File: config.mk
export PLATFORM = sky130hd
export DESIGN_NAME = keypad_frontend_flat
export DESIGN_NICKNAME = d
export VERILOG_FILES = /design/src/rtl/keypad_if.sv /design/src/rtl/keypad_frontend.sv /design/src/flat_wrapper.sv
export SDC_FILE = /design/constraint.sdc
export NUM_CORES = 1
export LEC_CHECK = 0
export CORE_ASPECT_RATIO = 0.9
export CORE_UTILIZATION = 50
export CTS_CLUSTER_DIAMETER = 40
export DETAILED_ROUTE_END_ITERATION = 10
export GPL_TIMING_DRIVEN = 0
export HOLD_SLACK_MARGIN = 0.02
export PLACE_DENSITY = 0.71
export SLEW_MARGIN = 10
export SYNTH_ARGS = -nofsm -noshare
export SYNTH_HDL_FRONTEND = slang
export SYNTH_SLANG_ARGS = --single-unit
File: constraint.sdc
create_clock -name clock -period 7.5 [get_ports clock]
set_input_delay 1.5 -clock clock [delete_from_list [all_inputs] [get_ports clock]]
set_output_delay 1.5 -clock clock [all_outputs]
set_load 0.02 [all_outputs]
File: src/rtl/keypad_if.sv
// Raw push-button levels in, conditioned key events out, between the
// panel and the voting-machine core FSM.
interface keypad_if;
  logic [9:0] key_digit;
  logic       key_confirm;
  logic       key_start;
  logic       key_finish;
  logic       key_swap;
  logic [3:0] digit;
  logic       valid;
  logic       start;
  logic       finish;
  logic       swap;
  logic       key_active;

  modport master (
    output key_digit, key_confirm, key_start, key_finish, key_swap,
    input  digit, valid, start, finish, swap, key_active
  );

  modport slave (
    input  key_digit, key_confirm, key_start, key_finish, key_swap,
    output digit, valid, start, finish, swap, key_active
  );
endinterface

File: src/rtl/keypad_frontend.sv
// Synchronises and debounces the 14 panel buttons and turns each accepted
// press into the registered pulses/levels the core FSM samples.
module keypad_frontend #(
  parameter int DEBOUNCE = 4
) (
  input  logic     clock,
  input  logic     reset,
  keypad_if.slave  kp
);

  typedef enum logic [1:0] {
    ST_IDLE     = 2'd0,
    ST_DEBOUNCE = 2'd1,
    ST_RELEASE  = 2'd2
  } state_t;

  localparam logic [7:0] DEB_LAST = 8'(DEBOUNCE - 2);
  localparam logic [7:0] REL_LAST = 8'(DEBOUNCE - 2);

  function automatic logic is_single(input logic [13:0] v);
    return (v != 14'd0) && ((v & (v - 14'd1)) == 14'd0);
  endfunction

  function automatic logic [3:0] encode(input logic [13:0] v);
    logic [3:0] c;
    c = 4'd0;
    for (int i = 0; i < 14; i++) begin
      c = v[i] ? 4'(i) : c;
    end
    return c;
  endfunction

  logic [13:0] raw_s;
  logic [13:0] sync1_r, sync2_r;
  logic        single_s, none_s;
  logic [3:0]  s_code_s;

  state_t      state_r, state_nxt_s;
  logic [3:0]  code_r, code_nxt_s;
  logic [7:0]  deb_cnt_r, deb_cnt_nxt_s;
  logic [7:0]  rel_cnt_r, rel_cnt_nxt_s;
  logic [3:0]  digit_r, digit_nxt_s;
  logic        valid_r, valid_nxt_s;
  logic        start_r, start_nxt_s;
  logic        finish_r, finish_nxt_s;
  logic        swap_r, swap_nxt_s;
  logic        active_r, active_nxt_s;

  assign raw_s    = {kp.key_swap, kp.key_finish, kp.key_start, kp.key_confirm, kp.key_digit};
  assign single_s = is_single(sync2_r);
  assign none_s   = (sync2_r == 14'd0);
  assign s_code_s = encode(sync2_r);

  // Two-flop synchroniser for the asynchronous button levels
  always_ff @(posedge clock or negedge reset) begin
    if (!reset) begin
      sync1_r <= 14'd0;
      sync2_r <= 14'd0;
    end else begin
      sync1_r <= raw_s;
      sync2_r <= sync1_r;
    end
  end

  // Next-state, counter and emit decode
  always_comb begin
    state_nxt_s   = state_r;
    code_nxt_s    = code_r;
    deb_cnt_nxt_s = deb_cnt_r;
    rel_cnt_nxt_s = rel_cnt_r;
    digit_nxt_s   = digit_r;
    valid_nxt_s   = 1'b0;
    start_nxt_s   = 1'b0;
    finish_nxt_s  = 1'b0;
    swap_nxt_s    = swap_r;
    case (state_r)
      ST_IDLE: begin
        if (single_s) begin
          code_nxt_s    = s_code_s;
          deb_cnt_nxt_s = 8'd0;
          state_nxt_s   = ST_DEBOUNCE;
        end else begin
          state_nxt_s   = ST_IDLE;
        end
      end
      ST_DEBOUNCE: begin
        if (!single_s || (s_code_s != code_r)) begin
          state_nxt_s = ST_IDLE;
        end else if (deb_cnt_r == DEB_LAST) begin
          state_nxt_s   = ST_RELEASE;
          rel_cnt_nxt_s = 8'd0;
          // Codes 0..9 are digits; 14/15 never latch since only 14 keys exist
          case (code_r)
            4'd10: valid_nxt_s = 1'b1;
            4'd11: begin
              valid_nxt_s = 1'b1;
              start_nxt_s = 1'b1;
            end
            4'd12: finish_nxt_s = 1'b1;
            4'd13: swap_nxt_s   = ~swap_r;
            default: begin
              digit_nxt_s = code_r;
              valid_nxt_s = 1'b1;
            end
          endcase
        end else begin
          deb_cnt_nxt_s = deb_cnt_r + 8'd1;
        end
      end
      ST_RELEASE: begin
        if (!none_s) begin
          rel_cnt_nxt_s = 8'd0;
        end else if (rel_cnt_r == REL_LAST) begin
          state_nxt_s   = ST_IDLE;
        end else begin
          rel_cnt_nxt_s = rel_cnt_r + 8'd1;
        end
      end
      default: state_nxt_s = ST_IDLE;
    endcase
    active_nxt_s = (state_nxt_s != ST_IDLE);
  end

  // State, counters and registered outputs
  always_ff @(posedge clock or negedge reset) begin
    if (!reset) begin
      state_r   <= ST_IDLE;
      code_r    <= 4'd0;
      deb_cnt_r <= 8'd0;
      rel_cnt_r <= 8'd0;
      digit_r   <= 4'd0;
      valid_r   <= 1'b0;
      start_r   <= 1'b0;
      finish_r  <= 1'b0;
      swap_r    <= 1'b0;
      active_r  <= 1'b0;
    end else begin
      state_r   <= state_nxt_s;
      code_r    <= code_nxt_s;
      deb_cnt_r <= deb_cnt_nxt_s;
      rel_cnt_r <= rel_cnt_nxt_s;
      digit_r   <= digit_nxt_s;
      valid_r   <= valid_nxt_s;
      start_r   <= start_nxt_s;
      finish_r  <= finish_nxt_s;
      swap_r    <= swap_nxt_s;
      active_r  <= active_nxt_s;
    end
  end

  assign kp.digit      = digit_r;
  assign kp.valid      = valid_r;
  assign kp.start      = start_r;
  assign kp.finish     = finish_r;
  assign kp.swap       = swap_r;
  assign kp.key_active = active_r;

endmodule
File: src/flat_wrapper.sv
// flat-port wrapper written by rule: the top's interface ports become plain ports
module keypad_frontend_flat 
#(
  parameter int DEBOUNCE = 4
)
  (clock, reset, kp_key_digit, kp_key_confirm, kp_key_start, kp_key_finish, kp_key_swap, kp_digit, kp_valid, kp_start, kp_finish, kp_swap, kp_key_active);
  keypad_if kp_i ();
  input  logic clock;
  input  logic reset;
  input wire logic [$bits(kp_i.key_digit)-1:0] kp_key_digit;
  input wire logic [$bits(kp_i.key_confirm)-1:0] kp_key_confirm;
  input wire logic [$bits(kp_i.key_start)-1:0] kp_key_start;
  input wire logic [$bits(kp_i.key_finish)-1:0] kp_key_finish;
  input wire logic [$bits(kp_i.key_swap)-1:0] kp_key_swap;
  output wire logic [$bits(kp_i.digit)-1:0] kp_digit;
  output wire logic [$bits(kp_i.valid)-1:0] kp_valid;
  output wire logic [$bits(kp_i.start)-1:0] kp_start;
  output wire logic [$bits(kp_i.finish)-1:0] kp_finish;
  output wire logic [$bits(kp_i.swap)-1:0] kp_swap;
  output wire logic [$bits(kp_i.key_active)-1:0] kp_key_active;
  assign kp_i.key_digit = kp_key_digit;
  assign kp_i.key_confirm = kp_key_confirm;
  assign kp_i.key_start = kp_key_start;
  assign kp_i.key_finish = kp_key_finish;
  assign kp_i.key_swap = kp_key_swap;
  assign kp_digit = kp_i.digit;
  assign kp_valid = kp_i.valid;
  assign kp_start = kp_i.start;
  assign kp_finish = kp_i.finish;
  assign kp_swap = kp_i.swap;
  assign kp_key_active = kp_i.key_active;
  keypad_frontend #(.DEBOUNCE(DEBOUNCE)) u_core (.clock(clock), .reset(reset), .kp(kp_i));
endmodule
==> flow_metrics.tcl <==
set metrics [dict create \
    report.final.hold_viol_count 0 \
    dr.pass1.iters 5 \
    vdd_drop_max_v 0.000161 \
    port_buffers 24 \
    htree_levels 3 \
    yosys_warnings 0 \
    critical_path.max_fanout 7 \
    multi_input_area_um2 1200 \
    postCtsHoldBufs 0 \
    synthTopCellsByArea "dfrtp_1 54%, nor2_1 2.6%, a21oi_1 2.2%, o21ai_0 2.2%, nand2_1 2.1%" \
    cts_made_buffers 9 \
    syn_nets 273 \
    cts_tree "done" \
    initial_utilization_pct 52.0 \
    async_reset_ff_share_pct 100 \
    reg2regPathDepth 7 \
    crit_type "flip-flop to flip-flop" \
    p_seq_share_pct 48.6 \
    wl_per_cell_um 13.4 \
    power_density_nw_per_um2 209 \
    rsz0062_at_grt "false" \
    clock_power_share_pct 47.2 \
    ant_nets 0 \
    status "finished, final reports clean" \
    drt-total-wl_um 4800 \
    die_width_um 79.9 \
    slew_viol_final 0 \
    slew-limit-headroom_pct 53.6 \
    timing.fmax_mhz 345 \
    fin_crit_ns 2.90 \
    grt_pass1_vias 1883 \
    timing.critical_path.required_ns 7.75 \
    synthFlopType "dfrtp_1" \
    clkSinkCount 59 \
    max_slew.worst_pin.slew_ns 0.696 \
    gp_congestion 0.815 \
    clock_skew_ns 0.00836 \
    cts_resized 0 \
    clkSlewWorstSetupHoldPaths_ns 0.06 \
    drc 0 \
    dr_total_vias 2027 \
    nets 308 \
    syn_inst 253 \
    num_antenna_cells 0 \
    preCtsSetupSlack_ns 4.64 \
    grt_pass1_wl_um 8510 \
    post-route-period-util_pct 38.7 \
    fp-row-count 25 \
    clock_path_buffers 2 \
    switching_share_pct 20.7 \
    worst_ep_arrival_time_ns 3.15 \
    netlist_area_um2 2730 \
    seqCellArea_um2 1480 \
    io-pin-count 25 \
    cp-end-kind "flip-flop" \
    worstHoldPathCells 0 \
    core_um2 5260 \
    synth_top_area_share_pct 54.0 \
    p_sw_uw 142 \
    finalWorstSetupSlack_ns 4.60 \
    start_kind "flip-flop" \
    p_leak_nw 1.45 \
    cts-root-buf "clkbuf_8" \
    drive_above_1_share_pct 11.6 \
    dieArea_um2 5770 \
    whs_ns 0.346 \
    die_y_um 72.1 \
    ys_types 55 \
    grt_max_degree 60 \
    syn_to_final_growth_pct 20.0 \
    grtUsageTotal_pct 19.8 \
    dr.first_iter.drc_count 73 \
    setup_violations 0 \
    p_int_uw 542 \
    utilization_pct 62.4 \
    synth_edf_count 0 \
    cts_setup_buffers 0 \
    hpwl_um 3330 \
    clk_latency_ns 0.34 \
    syn_avg_cell_area_um2 10.8 \
    power_frac_comb_pct 4.2 \
    yosys.area.top_type "dfrtp_1" \
    hp-class "flip-flop to flip-flop" \
    grt_overflow 0 \
    totalPowerFinal_uw 684 \
    setup_tns_ns 0 \
    vias_per_cell 5.65 \
    nFillCells 428 \
    drv_cap 0 \
    synth-seq-area-share_pct 54.0 \
    ys_seq_elements 59 \
    antenna_found_initial 0 \
]
## final timing paths
kind / startpoint / to / slack [ns]
max in group asynchronous: reset / u_core.deb_cnt_r[3]$_DFFE_PN0P_ / 5.83
min in group asynchronous: reset / u_core.kp.digit[1]$_DFFE_PN0P_ / 1.21
setup reg to reg: u_core.sync2_r[1]$_DFF_PN0_ / u_core.deb_cnt_r[1]$_DFFE_PN0P_ / 4.60
hold / removal: u_core.sync1_r[6]$_DFF_PN0_ / u_core.sync2_r[6]$_DFF_PN0_ / 0.35
setup / recovery: u_core.sync2_r[1]$_DFF_PN0_ / u_core.deb_cnt_r[1]$_DFFE_PN0P_ / 4.60
hold reg to reg: u_core.sync1_r[6]$_DFF_PN0_ / u_core.sync2_r[6]$_DFF_PN0_ / 0.35
## metrics by stage
step	area, µm²	std cells
after floorplan	2730	253
after global placement	3060	344
after detailed placement	3050	344
after CTS	3280	359
after global routing	3280	359
final	3280	359
## critical path, cell delays in order, from the launching register on
cell      delay (ns)
dfrtp_1         0.41
nor4_2          0.55
a21boi_0        0.17
o31a_1          0.32
nor4_1          0.62
nand4_1         0.24
or2_1           0.32
o31ai_2         0.18
## cell usage after synthesis (3+ instances only)
| library cell | n |
|---|---|
| nor4_2 | 3 |
| o21ai_0 | 12 |
| nand2_1 | 15 |
| nor2b_1 | 7 |
| or2_1 | 3 |
| dfrtp_1 | 59 |
| nand2b_1 | 8 |
| o21ai_1 | 7 |
| xor2_1 | 3 |
| nor4_1 | 6 |
| o31ai_1 | 3 |
| buf_2 | 3 |
| nand4_1 | 5 |
| and4_1 | 3 |
| nand3b_1 | 3 |
| nand3_1 | 10 |
| nor2_1 | 19 |
| nor3_1 | 3 |
| inv_1 | 5 |
| o21a_1 | 4 |
| a31oi_1 | 4 |
| and3_1 | 8 |
| a21oi_1 | 12 |
| ha_1 | 4 |
| clkbuf_1 | 4 |
## state kept, by name (all words and copies together), names as in the netlist, 2 cells and up
| register | cells |
|---|---|
| u_core.sync1_r | 14 |
| u_core.code_r | 4 |
| u_core.deb_cnt_r | 8 |
| u_core.state_r | 2 |
| u_core.sync2_r | 14 |
| u_core.kp.digit | 4 |
| u_core.rel_cnt_r | 8 |
## layout make-up
type	count	share of cell area, %
Sequential cell	59	45.0
Multi-Input combinational cell	180	36.5
Timing Repair Buffer	24	7.25
Clock buffer	11	4.62
Tap cell	67	2.56
Clock inverter	4	2.25
Buffer	9	1.26
Inverter	5	0.572
## cell families (layout without fill, tap and decap cells)
family,Yosys count,after routing,share of synthesized area (%)
DFF,59,59,54.0
buffers and inverters,14,53,2.20
and+or+nand+nor,107,107,24.0
adders and majority gates,4,4,1.83
muxes,5,5,1.97
AOI/OAI and AO/OA,61,61,15.0
xor gates and xnor gates,3,3,0.962
## cells in the final DEF (no fill, tap or decap), types with 4 or more instances in the layout
| cell type | netlist | routed |
|---|---|---|
| ha_1 | 4 | 4 |
| nand2b_1 | 8 | 8 |
| inv_1 | 5 | 5 |
| o21a_1 | 4 | 4 |
| o21ai_0 | 12 | 12 |
| nand2_1 | 15 | 15 |
| clkdlybuf4s50_1 | 0 | 23 |
| dfrtp_1 | 59 | 59 |
| nor2_1 | 19 | 19 |
| o21ai_1 | 7 | 7 |
| and3_1 | 8 | 8 |
| nand4_1 | 5 | 5 |
| nor4_1 | 6 | 6 |
| a31oi_1 | 4 | 4 |
| nand3_1 | 10 | 10 |
| a21oi_1 | 12 | 12 |
| clkbuf_1 | 4 | 4 |
| nor2b_1 | 7 | 7 |
| clkbuf_8 | 0 | 11 |
## power groups by stage
| stage | logic [mW] | clock network [mW] | registers (mW) |
|---|---|---|---|
| global placement | 0.0290 | 0 | 0.338 |
| detailed placement | 0.0292 | 0 | 0.339 |
| CTS | 0.0293 | 0.331 | 0.333 |
| floorplan | 0.0133 | 0 | 0.337 |
| finish | 0.0285 | 0.323 | 0.333 |
| global route | 0.0325 | 0.346 | 0.333 |
## layer usage
layer	part of all wire [%]	routed length, µm	up-vias	track usage (%)
met4	1.6	79	0	9.92
met2	46	2200	43	29.2
li1	-	-	1007	-
met1	48	2300	967	26.3
met5	0	0	-	0
met3	4.6	219	10	6.54
Power figures use the tool's default switching activity.
